File: config.mk
export PLATFORM = sky130hd
export DESIGN_NAME = fmps_test_packet_gen
export DESIGN_NICKNAME = d
export VERILOG_FILES = /design/src/rtl/fmps_test_pkg.sv /design/src/rtl/fmps_req_queue.sv /design/src/rtl/fmps_test_packet_gen.sv
export SDC_FILE = /design/constraint.sdc
export NUM_CORES = 1
export LEC_CHECK = 0
export CAP_MARGIN = 15
export CORE_UTILIZATION = 40
export CTS_CLUSTER_SIZE = 30
export DETAILED_ROUTE_END_ITERATION = 10
export SLEW_MARGIN = 20
export SYNTH_ARGS = -nofsm -noshare
export SYNTH_HDL_FRONTEND = slang
export SYNTH_SLANG_ARGS = --single-unit
export TNS_END_PERCENT = 20
File: constraint.sdc
create_clock -name auroraUserClk -period 5.46 [get_ports auroraUserClk]
set_input_delay 1.092 -clock auroraUserClk [delete_from_list [all_inputs] [get_ports auroraUserClk]]
set_output_delay 1.092 -clock auroraUserClk [all_outputs]
set_load 0.05 [all_outputs]
File: src/rtl/fmps_test_pkg.sv
// Shared definitions for the FMPS test packet generator: header magic,
// data-word field positions, fault-injection encodings and FSM states.
package fmps_test_pkg;

  localparam logic [15:0] MAGIC_DEFAULT = 16'hB6CF;

  // Data word field positions
  localparam int INV_HI   = 31;
  localparam int INV_LO   = 30;
  localparam int RSVD_BIT = 29;
  localparam int IDX_HI   = 28;
  localparam int IDX_LO   = 24;
  localparam int PAT_HI   = 23;
  localparam int PAT_LO   = 8;
  localparam int CYC_HI   = 7;
  localparam int CYC_LO   = 0;

  typedef enum logic [1:0] {
    INJ_NONE      = 2'd0,
    INJ_BAD_MAGIC = 2'd1,
    INJ_INVALID   = 2'd2,
    INJ_SHORT     = 2'd3
  } inject_t;

  typedef enum logic [1:0] {
    ST_IDLE   = 2'd0,
    ST_HEADER = 2'd1,
    ST_DATA   = 2'd2
  } state_t;

endpackage

File: src/rtl/fmps_req_queue.sv
// Pending-request counter with FA flush, full/overflow detection and the
// saturating dropped-packet counter shared with the framing FSM.
module fmps_req_queue #(
  parameter int MAX_PENDING = 8
) (
  input  logic                               clk,
  input  logic                               rst_n,
  input  logic                               req,
  input  logic                               deq,
  input  logic                               flush,
  input  logic                               chan_up,
  input  logic                               abort,
  input  logic                               clear,
  output logic [$clog2(MAX_PENDING+1)-1:0]   count,
  output logic [15:0]                        dropped,
  output logic                               overflow
);

  localparam int CW = $clog2(MAX_PENDING + 1);

  logic        full;
  logic        full_drop;
  logic        drop_ev;
  logic [16:0] drop_sum;

  assign full      = (count == CW'(MAX_PENDING));
  // A flush empties the queue, so a coincident request always fits.
  assign full_drop = req && chan_up && full && !flush;
  assign drop_ev   = (req && !chan_up) || full_drop;
  assign drop_sum  = {1'b0, dropped} + 17'(drop_ev) + 17'(abort);

  // Pending count: channel-down clear, FA flush, then normal enqueue/dequeue
  always_ff @(posedge clk or negedge rst_n) begin
    if (!rst_n) begin
      count <= '0;
    end else if (!chan_up) begin
      count <= '0;
    end else if (flush) begin
      count <= CW'(req);
    end else if ((req && !full) && !(deq && count != '0)) begin
      count <= count + 1'b1;
    end else if (!(req && !full) && (deq && count != '0)) begin
      count <= count - 1'b1;
    end
  end

  // Status: clear wins over same-cycle events; dropped count saturates
  always_ff @(posedge clk or negedge rst_n) begin
    if (!rst_n) begin
      dropped  <= '0;
      overflow <= 1'b0;
    end else if (clear) begin
      dropped  <= '0;
      overflow <= 1'b0;
    end else begin
      dropped <= drop_sum[16] ? 16'hFFFF : drop_sum[15:0];
      if (full_drop) overflow <= 1'b1;
    end
  end

endmodule

File: src/rtl/fmps_test_packet_gen.sv
// FMPS test-traffic generator: frames queued requests into header+data
// packets on the Aurora TX AXI-Stream, with fault injection and link-drop
// accounting.
//
// state     | meaning
// ST_IDLE   | no word presented; launch a header when a request is queued
// ST_HEADER | header presented, waiting for tready
// ST_DATA   | data word word_idx presented, waiting for tready
module fmps_test_packet_gen
  import fmps_test_pkg::*;
#(
  parameter int          INDEX_WIDTH     = 5,
  parameter int          INDEX_START_BIT = 10,
  parameter logic [15:0] MAGIC           = MAGIC_DEFAULT,
  parameter int          NUM_DATA_WORDS  = 1,
  parameter logic [15:0] DATA_PATTERN    = 16'hCACA,
  parameter int          MAX_PENDING     = 8
) (
  input  logic                             auroraUserClk,
  input  logic                             auroraResetN,
  input  logic                             auroraFAstrobe,
  input  logic                             genPacketStrobe,
  input  logic                             auroraChannelUp,
  input  logic [INDEX_WIDTH-1:0]           baseIndex,
  input  logic [1:0]                       injectMode,
  input  logic                             clearStatus,
  output logic [31:0]                      TX_tdata,
  output logic                             TX_tvalid,
  output logic                             TX_tlast,
  input  logic                             TX_tready,
  output logic [$clog2(MAX_PENDING+1)-1:0] pendingCount,
  output logic [15:0]                      droppedCount,
  output logic                             overflow
);

  state_t                 state, state_d;
  inject_t                mode, mode_d;
  logic [INDEX_WIDTH-1:0] pkt_num, pkt_num_d, idx, idx_d;
  logic [7:0]             cycle_counter, cyc_lat, cyc_lat_d;
  logic [4:0]             word_idx, word_idx_d;
  logic [31:0]            tdata_d;
  logic                   tvalid_d, tlast_d;
  logic                   deq, abort;

  function automatic logic [31:0] header_word(logic [INDEX_WIDTH-1:0] i, inject_t m);
    logic [31:0] h;
    h = {(m == INJ_BAD_MAGIC) ? ~MAGIC : MAGIC, 16'h0000};
    h[INDEX_START_BIT +: INDEX_WIDTH] = i;
    return h;
  endfunction

  function automatic logic [31:0] data_word(logic [4:0] w, logic [INDEX_WIDTH-1:0] i,
                                            inject_t m, logic [7:0] c);
    logic [31:0] d;
    d                 = '0;
    d[INV_HI:INV_LO]  = (m == INJ_INVALID) ? 2'b11 : 2'b00;
    d[RSVD_BIT]       = 1'b0;
    d[IDX_HI:IDX_LO]  = 5'(i);
    d[PAT_HI:PAT_LO]  = DATA_PATTERN + 16'(w);
    d[CYC_HI:CYC_LO]  = c;
    return d;
  endfunction

  function automatic logic is_last(logic [4:0] w, inject_t m);
    return (w == 5'(NUM_DATA_WORDS - 1)) || ((w == 5'd0) && (m == INJ_SHORT));
  endfunction

  fmps_req_queue #(.MAX_PENDING(MAX_PENDING)) u_queue (
    .clk      (auroraUserClk),
    .rst_n    (auroraResetN),
    .req      (genPacketStrobe),
    .deq      (deq),
    .flush    (auroraFAstrobe),
    .chan_up  (auroraChannelUp),
    .abort    (abort),
    .clear    (clearStatus),
    .count    (pendingCount),
    .dropped  (droppedCount),
    .overflow (overflow)
  );

  // FA cycle counter, first strobe reads 1, wraps naturally
  always_ff @(posedge auroraUserClk or negedge auroraResetN) begin
    if (!auroraResetN) cycle_counter <= '0;
    else if (auroraFAstrobe) cycle_counter <= cycle_counter + 8'd1;
  end

  // Next-state and registered-output logic; stream outputs only change on
  // launch, acceptance or abort, so they hold while stalled
  always_comb begin
    state_d    = state;
    mode_d     = mode;
    pkt_num_d  = pkt_num;
    idx_d      = idx;
    cyc_lat_d  = cyc_lat;
    word_idx_d = word_idx;
    tdata_d    = TX_tdata;
    tvalid_d   = TX_tvalid;
    tlast_d    = TX_tlast;
    deq        = 1'b0;
    abort      = 1'b0;
    case (state)
      ST_IDLE: begin
        tvalid_d = 1'b0;
        tlast_d  = 1'b0;
        if (pendingCount != '0 && auroraChannelUp) begin
          idx_d    = baseIndex + (auroraFAstrobe ? '0 : pkt_num);
          mode_d   = inject_t'(injectMode);
          tdata_d  = header_word(idx_d, mode_d);
          tvalid_d = 1'b1;
          state_d  = ST_HEADER;
        end
      end
      ST_HEADER, ST_DATA: begin
        if (!auroraChannelUp) begin
          abort    = 1'b1;
          tvalid_d = 1'b0;
          tlast_d  = 1'b0;
          state_d  = ST_IDLE;
        end else if (TX_tready) begin
          if (state == ST_HEADER) begin
            deq        = 1'b1;
            pkt_num_d  = pkt_num + 1'b1;
            cyc_lat_d  = cycle_counter;
            word_idx_d = 5'd0;
            tdata_d    = data_word(5'd0, idx, mode, cycle_counter);
            tlast_d    = is_last(5'd0, mode);
            state_d    = ST_DATA;
          end else if (TX_tlast) begin
            tvalid_d = 1'b0;
            tlast_d  = 1'b0;
            state_d  = ST_IDLE;
          end else begin
            word_idx_d = word_idx + 5'd1;
            tdata_d    = data_word(word_idx_d, idx, mode, cyc_lat);
            tlast_d    = is_last(word_idx_d, mode);
          end
        end
      end
      default: state_d = ST_IDLE;
    endcase
    if (auroraFAstrobe) pkt_num_d = '0;
  end

  // State and datapath registers
  always_ff @(posedge auroraUserClk or negedge auroraResetN) begin
    if (!auroraResetN) begin
      state     <= ST_IDLE;
      mode      <= INJ_NONE;
      pkt_num   <= '0;
      idx       <= '0;
      cyc_lat   <= '0;
      word_idx  <= '0;
      TX_tdata  <= '0;
      TX_tvalid <= 1'b0;
      TX_tlast  <= 1'b0;
    end else begin
      state     <= state_d;
      mode      <= mode_d;
      pkt_num   <= pkt_num_d;
      idx       <= idx_d;
      cyc_lat   <= cyc_lat_d;
      word_idx  <= word_idx_d;
      TX_tdata  <= tdata_d;
      TX_tvalid <= tvalid_d;
      TX_tlast  <= tlast_d;
    end
  end

endmodule

**Word-level counts from Yosys, hierarchy flattened**

Index checks and enable logic that the tools add are counted.

- Add/sub/neg operators: 9
- Eq/ne operators: 16
- Multiplexer cells: 47
- Reductions and logical operators: 35

Operator list:

| kind | number |
|---|---|
| $mux 32 | 5 |
| $pmux 32 s2 | 1 |
| $mux 16 | 3 |
| $mux 5 | 8 |
| $add 16x1->17 | 1 |
| $add 17x1->17 | 1 |
| $mux 1 | 17 |
| $add 15x6->16 const A | 1 |
| $mux 4 | 4 |
| $reduce_and 4->1 | 4 |
| $mux 2 | 6 |
| $ne 3x3->1 const B | 4 |
| $reduce_bool 2->1 | 6 |
| $add 5x1->5 const B | 2 |
| $logic_and 1x1->1 | 10 |
| $add 8x1->8 const B | 1 |
| $eq 2x2->1 const B | 3 |
| $ne 2x2->1 const B | 3 |
| $add 5x5->5 | 1 |
| $logic_not 1->1 | 5 |
| $logic_not 5->1 | 1 |
| $reduce_and 5->1 | 1 |
| $add 4x1->4 const B | 1 |
| $eq 2x1->1 const B | 2 |
| other kinds (13) | 16 |

- Flip-flop bits (word level): 90
- Input port bits: 14
- Output and inout port bits: 55
- Word-level logic and storage cells: 120

**Depth between registers and ports, before layout**

- Depth after elaboration: 11
- Mapped depth: 14

**Modules after synthesis**

A second synthesis with hierarchy kept.

- Cell total of the unflattened synthesis: 417
- Area, all modules: 4386.7 um^2

By module, submodules not included:

| module | times used | cells each | area an instance (um^2) | seq. area each (um^2) |
|---|---|---|---|---|
| fmps_test_packet_gen | 1 | 291 | 3150.5 | 1576.5 |
| fmps_req_queue | 1 | 126 | 1236.2 | 525.5 |

**Worst setup path before layout**

Ideal clock, no wire load.

- Path type: input to register
- Start point: in TX_tready
- End point: reg u_queue.count[3]
- Library setup time: 77 ps
- Data arrival time: 3143 ps
- Path slack: 2240 ps
- Cell stages on the path: 12
- Path buffers: 2
- Cells stage by stage: and3_1 clkbuf_1 clkbuf_1 nand3_1 ha_1 inv_1 ha_1 a21o_1 a21oi_1 xnor2_1 or3_1 a21oi_1

- Word-level cells in the longest chain between the ends: 9
- Elaborated cells on any way between the ends: 11
- Those cells by class: eq/ne: 1; mux: 6; reduce/logical: 4

Ends and longest elaborated chain:

| element | RTL line | text |
|---|---|---|
| start: declaration | fmps_test_packet_gen.sv:30 | `input logic TX_tready,` |
| $mux 1 (*) | fmps_test_packet_gen.sv:120 | `end else if (TX_tready) begin` |
| $mux 1 (*) | fmps_test_packet_gen.sv:115 | `if (!auroraChannelUp) begin` |
| $mux 1 (*) | fmps_test_packet_gen.sv:102 | `case (state)` |
| $logic_and 1x1->1 (*) | fmps_req_queue.sv:40, fmps_req_queue.sv:42 |  |
| $logic_not 1->1 | fmps_req_queue.sv:40 | `end else if ((req && !full) && !(deq && count != '0)) begin` |
| $logic_and 1x1->1 | fmps_req_queue.sv:40 |  |
| $mux 4 | fmps_req_queue.sv:40 |  |
| $mux 4 | fmps_req_queue.sv:38 | `end else if (flush) begin` |
| $mux 4 | fmps_req_queue.sv:36 | `end else if (!chan_up) begin` |
| end signal: assignment | fmps_req_queue.sv:39 | `count <= CW'(req);` |
| end signal: assignment | fmps_req_queue.sv:41 | `count <= count + 1'b1;` |
| end signal: assignment | fmps_req_queue.sv:43 | `count <= count - 1'b1;` |
| end: declaration | fmps_req_queue.sv:14 | `output logic [$clog2(MAX_PENDING+1)-1:0] count,` |

Every way passes the cells marked *; elsewhere a longest branch is shown, timed or not.
A chain may end at the register's enable or synchronous reset.

**Final worst setup path**

- Start point: in auroraChannelUp
- End point: reg u_queue.count[3]

- Word-level cells in the longest chain between the ends: 8
- Elaborated cells on any way between the ends: 10
- Those cells by class: eq/ne: 1; mux: 5; reduce/logical: 4

Ends and longest elaborated chain:

| element | RTL line | text |
|---|---|---|
| start: declaration | fmps_test_packet_gen.sv:23 | `input logic auroraChannelUp,` |
| $mux 1 | fmps_test_packet_gen.sv:115 |  |
| $mux 1 | fmps_test_packet_gen.sv:102 |  |
| $logic_and 1x1->1 | fmps_req_queue.sv:40, fmps_req_queue.sv:42 |  |
| $logic_not 1->1 | fmps_req_queue.sv:40 |  |
| $logic_and 1x1->1 | fmps_req_queue.sv:40 |  |
| $mux 4 | fmps_req_queue.sv:40 |  |
| $mux 4 | fmps_req_queue.sv:38 |  |
| $mux 4 | fmps_req_queue.sv:36 |  |

Several ways; a longest one is shown, not always the timed one.

==> flow_metrics.py <==
metrics = {
    "yosys": {
        "yosysUniqueCellTypes": 45,
        "synth-main-ff-cell": "dfrtp_1",
        "syn_area_um2": 4270,
        "yosys_warnings": 0,
        "muxShareOfSynthArea": 0.0396,
        "ys_seq_elements": 84,
        "synth-compound-area-share": 0.131,
        "synth-adder-area-share": 0.0610,
        "async_reset_ff_frac": 1.00,
        "synthXorXnorAreaFrac": 0.0657,
        "synth_edf_count": 0,
        "synth_top_family_by_area": "simple AND/OR/NAND/NOR gates",
        "synth_cells": 433,
        "syn_avg_cell_area_um2": 9.86,
        "seq_area_frac_synth": 0.493,
        "yosys.area_share.simple": 0.160,
        "syn_nets": 466,
    },
    "worst_setup_path": {
        "crit_path_max_fanout": 15,
        "worst_ep_arrival_time_ns": 3.72,
        "path_class": "input port to register",
        "cp-end-kind": "register",
        "cpPeakStageDelay_ns": 0.79,
        "path_cells": "clkdlybuf4s50_1, and3_1, nand3_1, ha_1, inv_1, ha_1, a21o_1, a21oi_1, xnor2_1, or3_1, a21oi_1",
        "crit_slowest_cell": "clkdlybuf4s50_1",
        "required_ns": 5.74,
        "r2r-start": "state[1]",
        "cp-start-kind": "input port",
        "worstSetupStartpoint": "auroraChannelUp",
    },
    "clock_network": {
        "postCtsHoldBufs": 0,
        "cts_root_buf": "clkbuf_8",
        "cts.sink_count": 84,
        "cts_made_buffers": 9,
        "htreeDepth": 3,
        "insertion_delay_ns": 0.35,
        "post_cts_buffers": 0,
        "cts_tree": "yes",
        "clk_pin_slew_ns": 0.09,
        "cts.path.max_buffers": 2,
        "cts_resized": 0,
    },
    "sta": {
        "whs_ns": 0.478,
        "final-max-slew-violation-count": 0,
        "clock.fmax_ghz": 0.290,
        "fin_crit_ns": 3.45,
        "slew_headroom": 0.321,
        "finClkSkew_ns": 0.0159,
        "rsz0062_at_grt": "no",
        "fin_tns_setup_ns": 0,
        "timing.final.hold_violations": 0,
        "setup_viol": 0,
        "worst_pin_slew_ns": 1.02,
        "fin_crit_sh": 0.631,
        "setup_slack_ns": 2.01,
    },
    "layout": {
        "drive_gt1_frac": 0.0646,
        "final_nets": 523,
        "multiInputGateArea_um2": 1950,
        "seq_area_um2": 2100,
        "postLayoutCoreUtil": 0.506,
        "n_fill_cell": 952,
        "area_growth_pct": 22.4,
        "final_area_um2": 5220,
        "diodes": 0,
    },
    "route": {
        "dr_total_vias": 3233,
        "vias_per_cell": 5.12,
        "routed_wl_um": 9050,
        "drtPass1Iterations": 4,
        "wl_per_cell_um": 14.3,
        "drt_iter0_drc": 147,
        "postRouteAntennaNets": 0,
        "drcViolationCount": 0,
    },
    "placed_design": {
        "port-buffer-count": 68,
        "place_ws_ns": 1.67,
        "dp_hpwl_um": 6350,
        "gp_congestion": 0.792,
        "dpl_cell_area_um2": 5000,
    },
    "power": {
        "ir_worst_vdd_mv": 0.259,
        "power.density_nw_per_um2": 501,
        "power_leakage_nw": 2.33,
    },
    "floorplan": {
        "die_h_um": 105,
        "dieArea_um2": 11100,
        "io_pins": 69,
        "die_x_um": 105,
        "core-area_um2": 10300,
        "rows": 37,
        "initial_core_util": 0.413,
    },
    "global_routing": {
        "grt_overflow": 0,
        "grt_pass1_wl_um": 15300,
        "track_usage": 0.173,
        "grt_max_degree": 85,
        "grt_pass1_vias": 3092,
        "grt_antenna_before_repair": 0,
    },
    "flow_run": {
        "cap_violations": 0,
    },
    "worst_hold_path": {
        "worst_hold_path_type": "register to register",
        "hp-start": "cyc_lat[6]",
    },
    "outcome": {
        "status": "finished, final reports clean",
    },
}
## stage by stage
stage          instances  power (mW)
2_1_floorplan        433        1.81
3_3_place_gp         615        2.14
3_5_place_dp         615        2.16
4_1_cts              631        2.64
5_1_grt              631        2.78
6_report             631        2.62
## routing by layer
layer,share of wire,wire (µm),track usage
met4,0.0096,87,0.0563
met5,0,0,0
met1,0.45,4080,0.230
met2,0.49,4430,0.281
met3,0.051,463,0.0396
## cell families (layout without fill, tap and decap cells)
logic type,Yosys count,after routing
simple gates,149,149
compound gates,87,87
flops,84,84
buf+inv,46,108
xor+xnor,32,32
fa+ha+maj,19,19
mux,16,16
## cells in the mapped netlist (7+ instances only)
library cell	n	area [µm²]
dfrtp_1	84	2100
buf_4	7	52.6
nand2_1	67	251
mux2i_1	9	90.1
nor2_1	33	124
nand3_1	11	55.1
xor2_1	17	149
a21oi_1	29	145
buf_2	7	35.0
clkbuf_1	8	30.0
o21ai_0	26	130
ha_1	16	200
xnor2_1	15	131
mux2_2	7	78.8
inv_1	22	82.6
## final timing paths
check	endpoint	depth (start not counted)	slack, ns
min reg2reg	cyc_lat[6]	2	0.48
min in group asynchronous	TX_tdata[24]	1	0.77
max	u_queue.count[3]	11	2.01
max in group asynchronous	u_queue.dropped[6]	1	4.14
max reg2reg	u_queue.count[3]	12	2.27
min	cyc_lat[6]	2	0.48
## flip-flops by register name, indices dropped and copies added (netlist names)
register          cells
word_idx              5
idx                   5
u_queue.overflow      1
state                 2
u_queue.dropped      16
pkt_num               5
TX_tvalid             1
cycle_counter         8
u_queue.count         4
TX_tlast              1
cyc_lat               8
TX_tdata             26
mode                  2
## layout make-up
| cell class | instances | share of cell area |
|---|---|---|
| Timing Repair Buffer | 70 | 0.133 |
| Sequential cell | 84 | 0.402 |
| Clock inverter | 4 | 0.0105 |
| Tap cell | 136 | 0.0326 |
| Inverter | 22 | 0.0158 |
| Multi-Input combinational cell | 303 | 0.374 |
| Clock buffer | 12 | 0.0316 |
## placed cells by master, fill, tap and decap left out, types with 2 or more instances in the layout
master	synthesis	layout
a21oi_1	29	29
nand3_1	11	11
nand2b_1	5	5
mux2_2	7	7
a221oi_1	2	2
fa_1	3	3
o21ai_0	26	26
o31ai_1	4	4
a221o_1	2	2
a31oi_1	6	6
a22o_1	4	4
inv_1	22	22
mux2i_1	9	9
buf_4	7	2
nor2b_1	5	5
dfrtp_1	84	84
and3_1	3	3
clkdlybuf4s50_1	0	67
and2_1	2	2
xnor2_1	15	15
a21o_1	6	6
or3_1	2	2
nor4_1	3	3
nand2_1	67	67
ha_1	16	16
clkbuf_8	0	12
xor2_1	17	17
nand4_1	5	5
nor2_1	33	33
or3_4	2	2
nor3_1	6	6
o21a_1	2	2
## report_power, final
| group | total (mW) | switching [mW] | internal, mW | leakage, nW |
|---|---|---|---|---|
| Clock | 0.482 | 0.230 | 0.252 | 0.109 |
| Sequential | 0.939 | 0.141 | 0.798 | 1.10 |
| Combinational | 1.20 | 0.768 | 0.430 | 1.12 |
| Total | 2.62 | 1.14 | 1.48 | 2.33 |
## worst max-delay path: cells and delay by family
kind | cells | cell delay [ns]
buffers and inverters | 2 | 0.88
adder cells (fa/ha/maj) | 2 | 0.50
AND/OR/NAND/NOR | 3 | 0.68
XOR/XNOR | 1 | 0.09
AO/OA/AOI/OAI | 3 | 0.49
No activity file was read; power rests on OpenSTA's default activity.
